File: config.mk
export PLATFORM = sky130hd
export DESIGN_NAME = colorshield_scan_ctrl_flat
export DESIGN_NICKNAME = d
export VERILOG_FILES = /design/src/rtl/colorshield_scan_ctrl_if.sv /design/src/rtl/colorshield_scan_ctrl.sv /design/src/flat_wrapper.sv
export SDC_FILE = /design/constraint.sdc
export NUM_CORES = 1
export LEC_CHECK = 0
export CAP_MARGIN = 20
export CORE_ASPECT_RATIO = 1.5
export CORE_MARGIN = 2
export CORE_UTILIZATION = 47
export DETAILED_ROUTE_END_ITERATION = 16
export GPL_TIMING_DRIVEN = 0
export PLACE_DENSITY = 0.75
export SLEW_MARGIN = 25
export SYNTH_ARGS = -nofsm -noshare
export SYNTH_HDL_FRONTEND = slang
export SYNTH_SLANG_ARGS = --single-unit
File: constraint.sdc
create_clock -name clk -period 2.65 [get_ports clk]
set_input_delay 0.6625 -clock clk [delete_from_list [all_inputs] [get_ports clk]]
set_output_delay 0.6625 -clock clk [all_outputs]
set_load 0.05 [all_outputs]
File: src/rtl/colorshield_scan_ctrl_if.sv
// colorshield_scan_ctrl_if: frame-buffer read port plus the
// transmit_unit run/latch handshake used by the row scanner.
interface colorshield_scan_ctrl_if #(
   parameter int AW = 8
);
   logic [AW-1:0] fb_addr;
   logic [7:0]    fb_data;
   logic [7:0]    tx_data;
   logic          tx_run;
   logic          tx_done_n;

   modport master (
      output fb_addr,
      input  fb_data,
      output tx_data,
      output tx_run,
      input  tx_done_n
   );

   modport slave (
      input  fb_addr,
      output fb_data,
      input  tx_data,
      input  tx_run,
      output tx_done_n
   );
endinterface

File: src/rtl/colorshield_scan_ctrl.sv
// colorshield_scan_ctrl: row-scan scheduler for the 8x8 RGB colorshield.
// Define SCAN_BLANK_EN to drive rows only during the dwell window.
module colorshield_scan_ctrl #(
   parameter int ROWS          = 8,
   parameter int BYTES_PER_ROW = 24,
   parameter int DWELL         = 1024,
   parameter int AW            = $clog2(ROWS*BYTES_PER_ROW)
) (
   input  logic                    clk,
   input  logic                    rst_n,
   input  logic                    enable,
   colorshield_scan_ctrl_if.master bus,
   output logic                    sb_lat,
   output logic [ROWS-1:0]         row_en,
   output logic                    frame_done,
   output logic                    busy
);
   localparam int RW = (ROWS > 1) ? $clog2(ROWS) : 1;
   localparam int BW = (BYTES_PER_ROW > 1) ?
                       $clog2(BYTES_PER_ROW) : 1;
   localparam int CW = (DWELL > 1) ? $clog2(DWELL) : 1;
   localparam logic [RW-1:0] ROW_LAST  = RW'(ROWS-1);
   localparam logic [BW-1:0] BYTE_LAST = BW'(BYTES_PER_ROW-1);
   localparam logic [CW-1:0] CNT_LOAD  = CW'(DWELL-1);

   typedef enum logic [2:0] {
      S_IDLE,
      S_FETCH,
      S_LOAD,
      S_SEND,
      S_WAIT,
      S_LATCH,
      S_DWELL
   } state_t;

   state_t          state_q, state_n;
   logic [RW-1:0]   row_q, row_n;
   logic [BW-1:0]   byte_q, byte_n;
   logic [CW-1:0]   cnt_q, cnt_n;
   logic            wrap;
   logic [ROWS-1:0] row_hot;

   assign row_hot = ROWS'(1) << row_q;

   always_comb begin
      state_n = state_q;
      row_n   = row_q;
      byte_n  = byte_q;
      cnt_n   = cnt_q;
      wrap    = 1'b0;
      unique case (state_q)
         S_IDLE: begin
            byte_n = '0;
            if (enable) state_n = S_FETCH;
         end
         S_FETCH: state_n = S_LOAD;
         S_LOAD:  state_n = S_SEND;
         S_SEND:  state_n = S_WAIT;
         S_WAIT: begin
            if (!bus.tx_done_n) begin
               if (byte_q != BYTE_LAST) begin
                  byte_n  = byte_q + 1'b1;
                  state_n = S_FETCH;
               end else begin
                  state_n = S_LATCH;
               end
            end
         end
         S_LATCH: begin
            cnt_n   = CNT_LOAD;
            state_n = S_DWELL;
         end
         S_DWELL: begin
            if (cnt_q == '0) begin
               byte_n  = '0;
               wrap    = (row_q == ROW_LAST);
               row_n   = wrap ? '0 : row_q + 1'b1;
               state_n = enable ? S_FETCH : S_IDLE;
            end else begin
               cnt_n = cnt_q - 1'b1;
            end
         end
         default: state_n = S_IDLE;
      endcase
   end

   always_ff @(posedge clk) begin
      if (!rst_n) begin
         state_q     <= S_IDLE;
         row_q       <= '0;
         byte_q      <= '0;
         cnt_q       <= '0;
         bus.fb_addr <= '0;
         bus.tx_data <= '0;
         bus.tx_run  <= 1'b0;
         sb_lat      <= 1'b0;
         row_en      <= '0;
         frame_done  <= 1'b0;
         busy        <= 1'b0;
      end else begin
         state_q     <= state_n;
         row_q       <= row_n;
         byte_q      <= byte_n;
         cnt_q       <= cnt_n;
         // address tracks the counters so FETCH sees it on entry
         bus.fb_addr <= AW'(int'(row_n) * BYTES_PER_ROW
                        + int'(byte_n));
         if (state_q == S_LOAD) bus.tx_data <= bus.fb_data;
         bus.tx_run  <= (state_n == S_SEND);
         sb_lat      <= (state_n == S_LATCH);
         frame_done  <= wrap;
         busy        <= (state_n != S_IDLE);
`ifdef SCAN_BLANK_EN
         row_en <= (state_n == S_DWELL) ? row_hot : '0;
`else
         // DM163 holds its outputs until LAT, so the row may stay lit
         if (state_n == S_IDLE)       row_en <= '0;
         else if (state_q == S_LATCH) row_en <= row_hot;
`endif
      end
   end
endmodule

File: src/flat_wrapper.sv
// flat-port wrapper written by rule: the top's interface ports become plain ports
module colorshield_scan_ctrl_flat 
#(
   parameter int ROWS          = 8,
   parameter int BYTES_PER_ROW = 24,
   parameter int DWELL         = 1024,
   parameter int AW            = $clog2(ROWS*BYTES_PER_ROW)
)
  (clk, rst_n, enable, sb_lat, row_en, frame_done, busy, bus_fb_addr, bus_fb_data, bus_tx_data, bus_tx_run, bus_tx_done_n);
  colorshield_scan_ctrl_if #(.AW(AW)) bus_i ();
  input  logic clk;
  input  logic rst_n;
  input  logic enable;
  output logic sb_lat;
  output logic [ROWS-1:0] row_en;
  output logic frame_done;
  output logic busy;
  output wire logic [$bits(bus_i.fb_addr)-1:0] bus_fb_addr;
  input wire logic [$bits(bus_i.fb_data)-1:0] bus_fb_data;
  output wire logic [$bits(bus_i.tx_data)-1:0] bus_tx_data;
  output wire logic [$bits(bus_i.tx_run)-1:0] bus_tx_run;
  input wire logic [$bits(bus_i.tx_done_n)-1:0] bus_tx_done_n;
  assign bus_fb_addr = bus_i.fb_addr;
  assign bus_i.fb_data = bus_fb_data;
  assign bus_tx_data = bus_i.tx_data;
  assign bus_tx_run = bus_i.tx_run;
  assign bus_i.tx_done_n = bus_tx_done_n;
  colorshield_scan_ctrl #(.ROWS(ROWS), .BYTES_PER_ROW(BYTES_PER_ROW), .DWELL(DWELL), .AW(AW)) u_core (.clk(clk), .rst_n(rst_n), .enable(enable), .bus(bus_i), .sb_lat(sb_lat), .row_en(row_en), .frame_done(frame_done), .busy(busy));
endmodule
=== Word-level counts from Yosys, hierarchy flattened ===
Cells that the tools add are included.

* Equal/unequal tests: 11
* $add $sub $neg: 4
* Shifts and indexed selects: 1
* $mul: 1
* Bitwise gates (word level): 1
* Reductions and logical operators: 8
* Muxes and demuxes: 15

{| class="wikitable"
|+ Operators with widths
! cell !! count
|-
| $mux W3 || 7
|-
| $pmux W3 S7 || 1
|-
| $pmux W10 S2 || 1
|-
| $eq A3 B3 Y1 const B || 5
|-
| $mux W5 || 3
|-
| $pmux W5 S3 || 1
|-
| $logic_not A10 Y1 || 1
|-
| $mux W10 || 1
|-
| $sub A10 B1 Y10 const B || 1
|-
| $eq A3 B2 Y1 const B || 3
|-
| $add A8 B6 Y8 || 1
|-
| $shl A1 B3 Y8 const A || 1
|-
| $logic_not A3 Y1 || 2
|-
| $add A5 B1 Y5 const B || 1
|-
| $mul A3 B2 Y5 const B || 1
|-
| $ne A5 B5 Y1 const B || 1
|-
| $add A3 B1 Y3 const B || 1
|-
| $eq A3 B1 Y1 const B || 1
|-
| $reduce_and A3 Y1 || 1
|-
| $reduce_bool A3 Y1 || 1
|-
| $ne A2 B2 Y1 const B || 1
|-
| $reduce_and A2 Y1 || 1
|-
| $reduce_bool A2 Y1 || 1
|-
| $reduce_or A2 Y1 || 1
|-
| other kinds (2) || 2
|}

* Register bits after elaboration: 49
* Input port bits: 12

=== Depth between registers and ports, before layout ===
Gate-level depths: netlist of run 1.

* Word-level depth: 6
* Mapped depth: 13

=== Worst setup path after synthesis of run 1 ===
No wires, ideal clock.

* Path kind: register to register
* From: reg u_core.cnt_q[0]
* To: reg u_core.bus.fb_addr[7]
* Clock period less this slack: 2.762 ns
* Cell stages (with the launch flop): 13
* Data arrival time: 2.692 ns
* Buffers on the path: 0
* Library setup time: 0.070 ns
* Path slack: -0.112 ns
* Cells stage by stage: dfxtp_1 > inv_1 > ha_1 > nor3b_4 > nand4_4 > mux2i_1 > inv_1 > ha_1 > fa_1 > xnor2_1 > mux2i_1 > a31o_2 > a21oi_1

* Word-level cells in the longest chain between the ends: 5
* Elaborated cells on any way between the ends: 7
* Classes of those cells: add/sub: 1; mul: 1; mux: 4; reduce/logical: 1

{| class="wikitable"
|+ Ends and longest elaborated chain
! what !! line !! source
|-
| from (decl) || colorshield_scan_ctrl.sv:39 || <nowiki>logic [CW-1:0] cnt_q, cnt_n;</nowiki>
|-
| from (signal assigned) || colorshield_scan_ctrl.sv:104 || <nowiki>cnt_q <= cnt_n;</nowiki>
|-
| $logic_not A10 Y1 || colorshield_scan_ctrl.sv:74 || <nowiki>if (cnt_q == '0) begin</nowiki>
|-
| $mux W3 || colorshield_scan_ctrl.sv:74 ||
|-
| $mux W3 || colorshield_scan_ctrl.sv:51 || <nowiki>unique case (state_q)</nowiki>
|-
| via u_core.row_n[1] || colorshield_scan_ctrl.sv:37 || <nowiki>logic [RW-1:0] row_q, row_n;</nowiki>
|-
| $mul A3 B2 Y5 || colorshield_scan_ctrl.sv:106 || <nowiki>bus.fb_addr <= AW'(int'(row_n) * BYTES_PER_ROW</nowiki>
|-
| $add A8 B6 Y8 || colorshield_scan_ctrl.sv:107 || <nowiki>+ int'(byte_n));</nowiki>
|-
| to (signal assigned) || colorshield_scan_ctrl.sv:106 ||
|-
| to (decl) || colorshield_scan_ctrl_if.sv:13 || <nowiki>output fb_addr,</nowiki>
|}

The timed path passes the listed nets, and every way through them passes these cells.
A chain may end at the register's enable or synchronous reset.

=== Final worst setup path of run 1 ===
Ends and elaborated chain as after synthesis.

==> results of run 1 <==
## worst max-delay path, delay by kind of cell (launching register included)
family / cells / cell delay, ns
flops: 1 / 0.36
simple gates: 3 / 0.57
compound gates: 1 / 0.15
xor+xnor: 1 / 0.16
fa+ha+maj: 3 / 0.68
mux: 2 / 0.46
buf+inv: 2 / 0.14
## stage by stage
| stage | setup slack (ns) | utilization [%] | power [mW] |
|---|---|---|---|
| global route | -0.132 | 63.1 | 1.43 |
| detailed placement | -0.286 | 58.9 | 0.966 |
| global placement | -0.260 | 58.9 | 0.963 |
| finish | 0.0542 | 63.1 | 1.37 |
| CTS | 0.0123 | 61.6 | 1.38 |
| floorplan | -0.0460 | - | 0.896 |
## timing repair
item	CTS	global route
gates resized for setup	2	12
endpoints found under the setup margin	3	4
hold endpoints to repair	0	0
pin swaps	4	7
setup buffers	4	3
## cell usage in the layout (no fill, tap or decap), drive strengths merged, types with 3 or more instances in the layout
cell type / netlist / final
and3: 4 / 4
ha: 13 / 13
xnor2: 6 / 6
xor2: 6 / 6
buf: 6 / 13
and2: 8 / 8
mux2i: 11 / 11
a41oi: 3 / 3
a211oi: 4 / 4
o21ai: 3 / 3
a21oi: 22 / 22
clkdlybuf4s50: 0 / 38
nand3: 7 / 7
nor2: 28 / 28
inv: 14 / 14
a311oi: 4 / 4
clkbuf: 6 / 12
nor3: 8 / 8
nand2: 17 / 17
dfxtp: 46 / 46
## power by group through the flow
stage	registers (mW)	clock network (mW)	logic, mW
finish	0.721	0.418	0.234
global route	0.724	0.458	0.251
CTS	0.722	0.428	0.232
detailed placement	0.738	0	0.228
global placement	0.737	0	0.226
floorplan	0.784	0	0.111
## final cells by class
class                   count  area share [%]
plain buffers              12            2.20
clock buffers               6            2.74
inverters                  15            1.95
multi-input cells         174            44.8
flip-flops and latches     46            30.7
well taps                  66            2.74
repair buffers             46            14.8
## flip-flops by register name, indices dropped and copies added (netlist names), named ones only
signal	count
u_core.frame_done	1
u_core.byte_q	2
u_core.state_q	3
u_core.row_en	8
u_core.bus.tx_data	8
u_core.busy	1
u_core.bus.tx_run	1
u_core.sb_lat	1
u_core.row_q	3
u_core.bus.fb_addr	5
u_core.cnt_q	10
## how the worst min path moves through the flow
stage,startpoint,to,cells after the start
final,u_core.row_en[6]$_SDFFE_PP0P_,u_core.row_en[6]$_SDFFE_PP0P_,2
after CTS,u_core.row_en[6]$_SDFFE_PP0P_,u_core.row_en[6]$_SDFFE_PP0P_,2
after detailed placement,u_core.row_en[6]$_SDFFE_PP0P_,u_core.row_en[6]$_SDFFE_PP0P_,2
after floorplan,u_core.cnt_q[0]$_SDFFE_PN0P_,u_core.cnt_q[0]$_SDFFE_PN0P_,1
after global routing,u_core.row_en[3]$_SDFFE_PP0P_,u_core.row_en[3]$_SDFFE_PP0P_,2
after global placement,u_core.row_en[6]$_SDFFE_PP0P_,u_core.row_en[6]$_SDFFE_PP0P_,2
## per-layer routing
metal / vias up / GRT usage, % / share of wire, %
met2: 34 / 32.4 / 52
met1: 866 / 23.2 / 41
met3: 12 / 3.45 / 3.6
met5: - / 0 / 0
li1: 959 / - / -
met4: 0 / 9.78 / 3.1
## logic make-up (layout without fill, tap and decap cells)
family / Yosys count / after routing / synth area share, %
AOI/OAI and AO/OA: 46 / 46 / 14.5
xor gates and xnor gates: 12 / 12 / 4.56
and+or+nand+nor: 90 / 90 / 21.9
muxes: 11 / 11 / 4.94
DFF: 46 / 46 / 40.0
buffers and inverters: 27 / 79 / 5.32
adders and majority gates: 15 / 15 / 8.80
==> reports/metrics.yaml, run 1 <==
hold_violations: 0
synthDistinctLibCells: 51
synth_edf_count: 0
start_util_pct: 48.3
clkPwrFrac_pct: 30.5
status: "completed"
dp.cells: 352
synth_area_per_cell_um2: 9.33
fmax_mhz: 385
drt_iter0_drc: 58
clk_latency_ns: 0.30
die_w_um: 61.2
grt-ovfl-total: 0
p_comb_share_pct: 17.0
worstMarginPinSlew_ns: 0.651
die_h_um: 89.8
synth_commonest_cells: "46 x dfxtp_1, 24 x nor2_1, 17 x a21oi_1, 17 x nand2_1, 14 x inv_1"
syn-num-nets: 274
path_cells: "inv_4 -> ha_4 -> nor3b_4 -> nand4_4 -> mux2i_4 -> inv_2 -> ha_4 -> fa_2 -> xnor2_2 -> mux2i_1 -> nand4_1 -> a21oi_2"
worstPathArrival_ns: 2.83
fin_cells: 365
tritoncts: "built"
portBuffers: 39
fin_area_mm2: 0.00301
maxCapViolations: 0
finalHoldWorstSlack_ns: 0.466
tns_ns: 0
drt-pass1-iter-count: 6
synthesis.area_mm2: 0.00230
cts_hold_buf: 0
rsz0062_at_grt: "yes"
crit_path_end_kind: "register"
crit_end: "u_core.bus.fb_addr[7]$_SDFF_PN0_"
path_common_cell: "ha_4"
ir_drop_mv: 0.353
finalSetupViolations: 0
rr_endpoint: "u_core.bus.fb_addr[7]$_SDFF_PN0_"
coreArea_mm2: 0.00477
final.min_clock_period_ns: 2.60
grt.total_usage_pct: 19.6
dpl_cell_area_mm2: 0.00281
ys_warn_count: 0
totalWireLength_um: 4840
fin_skew_ns: 0.00192
grt_max_degree: 13
rrSetupSlack_ns: 0.05
cts_sinks: 46
rr_worst_depth: 12
clk_path_buf_depth: 2
critPathLaunchType: "register"
criticalPathCategory: "register to register"
p_leak_nw: 1.16
root_buffer: "clkbuf_8"
n_antenna_cell: 0
first_global_vias: 1893
drt_drc_violations_left: 0
io_pins: 40
fin_crit_sh_pct: 98.0
async_reset_ff_share_pct: 0
p_sw_uw: 373
p_seq_share_pct: 52.5
crit_fanout: 5
yosysSeqAreaShare_pct: 40.0
antenna_found_initial: 0
cp-startpoint: "u_core.cnt_q[0]$_SDFFE_PN0P_"
swShare_pct: 27.2
synth_top_area_cell: "dfxtp_1"
r2r_start: "u_core.cnt_q[0]$_SDFFE_PN0P_"
multiInputGateArea_mm2: 0.00135
syn_inst: 247
place_congestion: 0.861
yosysTopAreaCellShare_pct: 40.0
max_stage_delay_ns: 0.38
yosys-top-cells-area: "dfxtp_1 40%, ha_1 7.1%, mux2i_1 4.3%, nor2_1 3.9%, a21oi_1 3.7%"
cts.clk_slew.worst_paths_ns: 0.08
grt_pass1_wl_um: 8380
critPathRequiredTime_ns: 2.88
cts-buffers-inserted: 5
vias: 1871
slew_headroom_pct: 56.6
syn2layout_area_growth_pct: 30.7
std_cell_rows: 31
die_area_mm2: 0.00549
ant_nets: 0
synth_ff_type: "dfxtp_1"
wl_per_cell_um: 13.3
avgViaCountPerCell: 5.13
place_hpwl_um: 3420
ys_ff_latch: 46
slew_violations: 0
final_nets: 327
crit_path_top_delay_cell: "fa_2"
fill_cells: 400
intPower_mw: 1.00
regArea_um2: 926
drive_above_1_share_pct: 18.7
hold_path_class: "register to register"
powerDensity_mw_per_mm2: 456
synth.most_common_cell: "dfxtp_1"
htree_levels: 2
(Power assumes the default switching activity.)
==> inputs of run 2 (changes only) <==
Settings changed: CTS_CLUSTER_DIAMETER from default to 60.
==> results of run 2 <==
Final layout, timing and power as in run 1 (identical DEF).
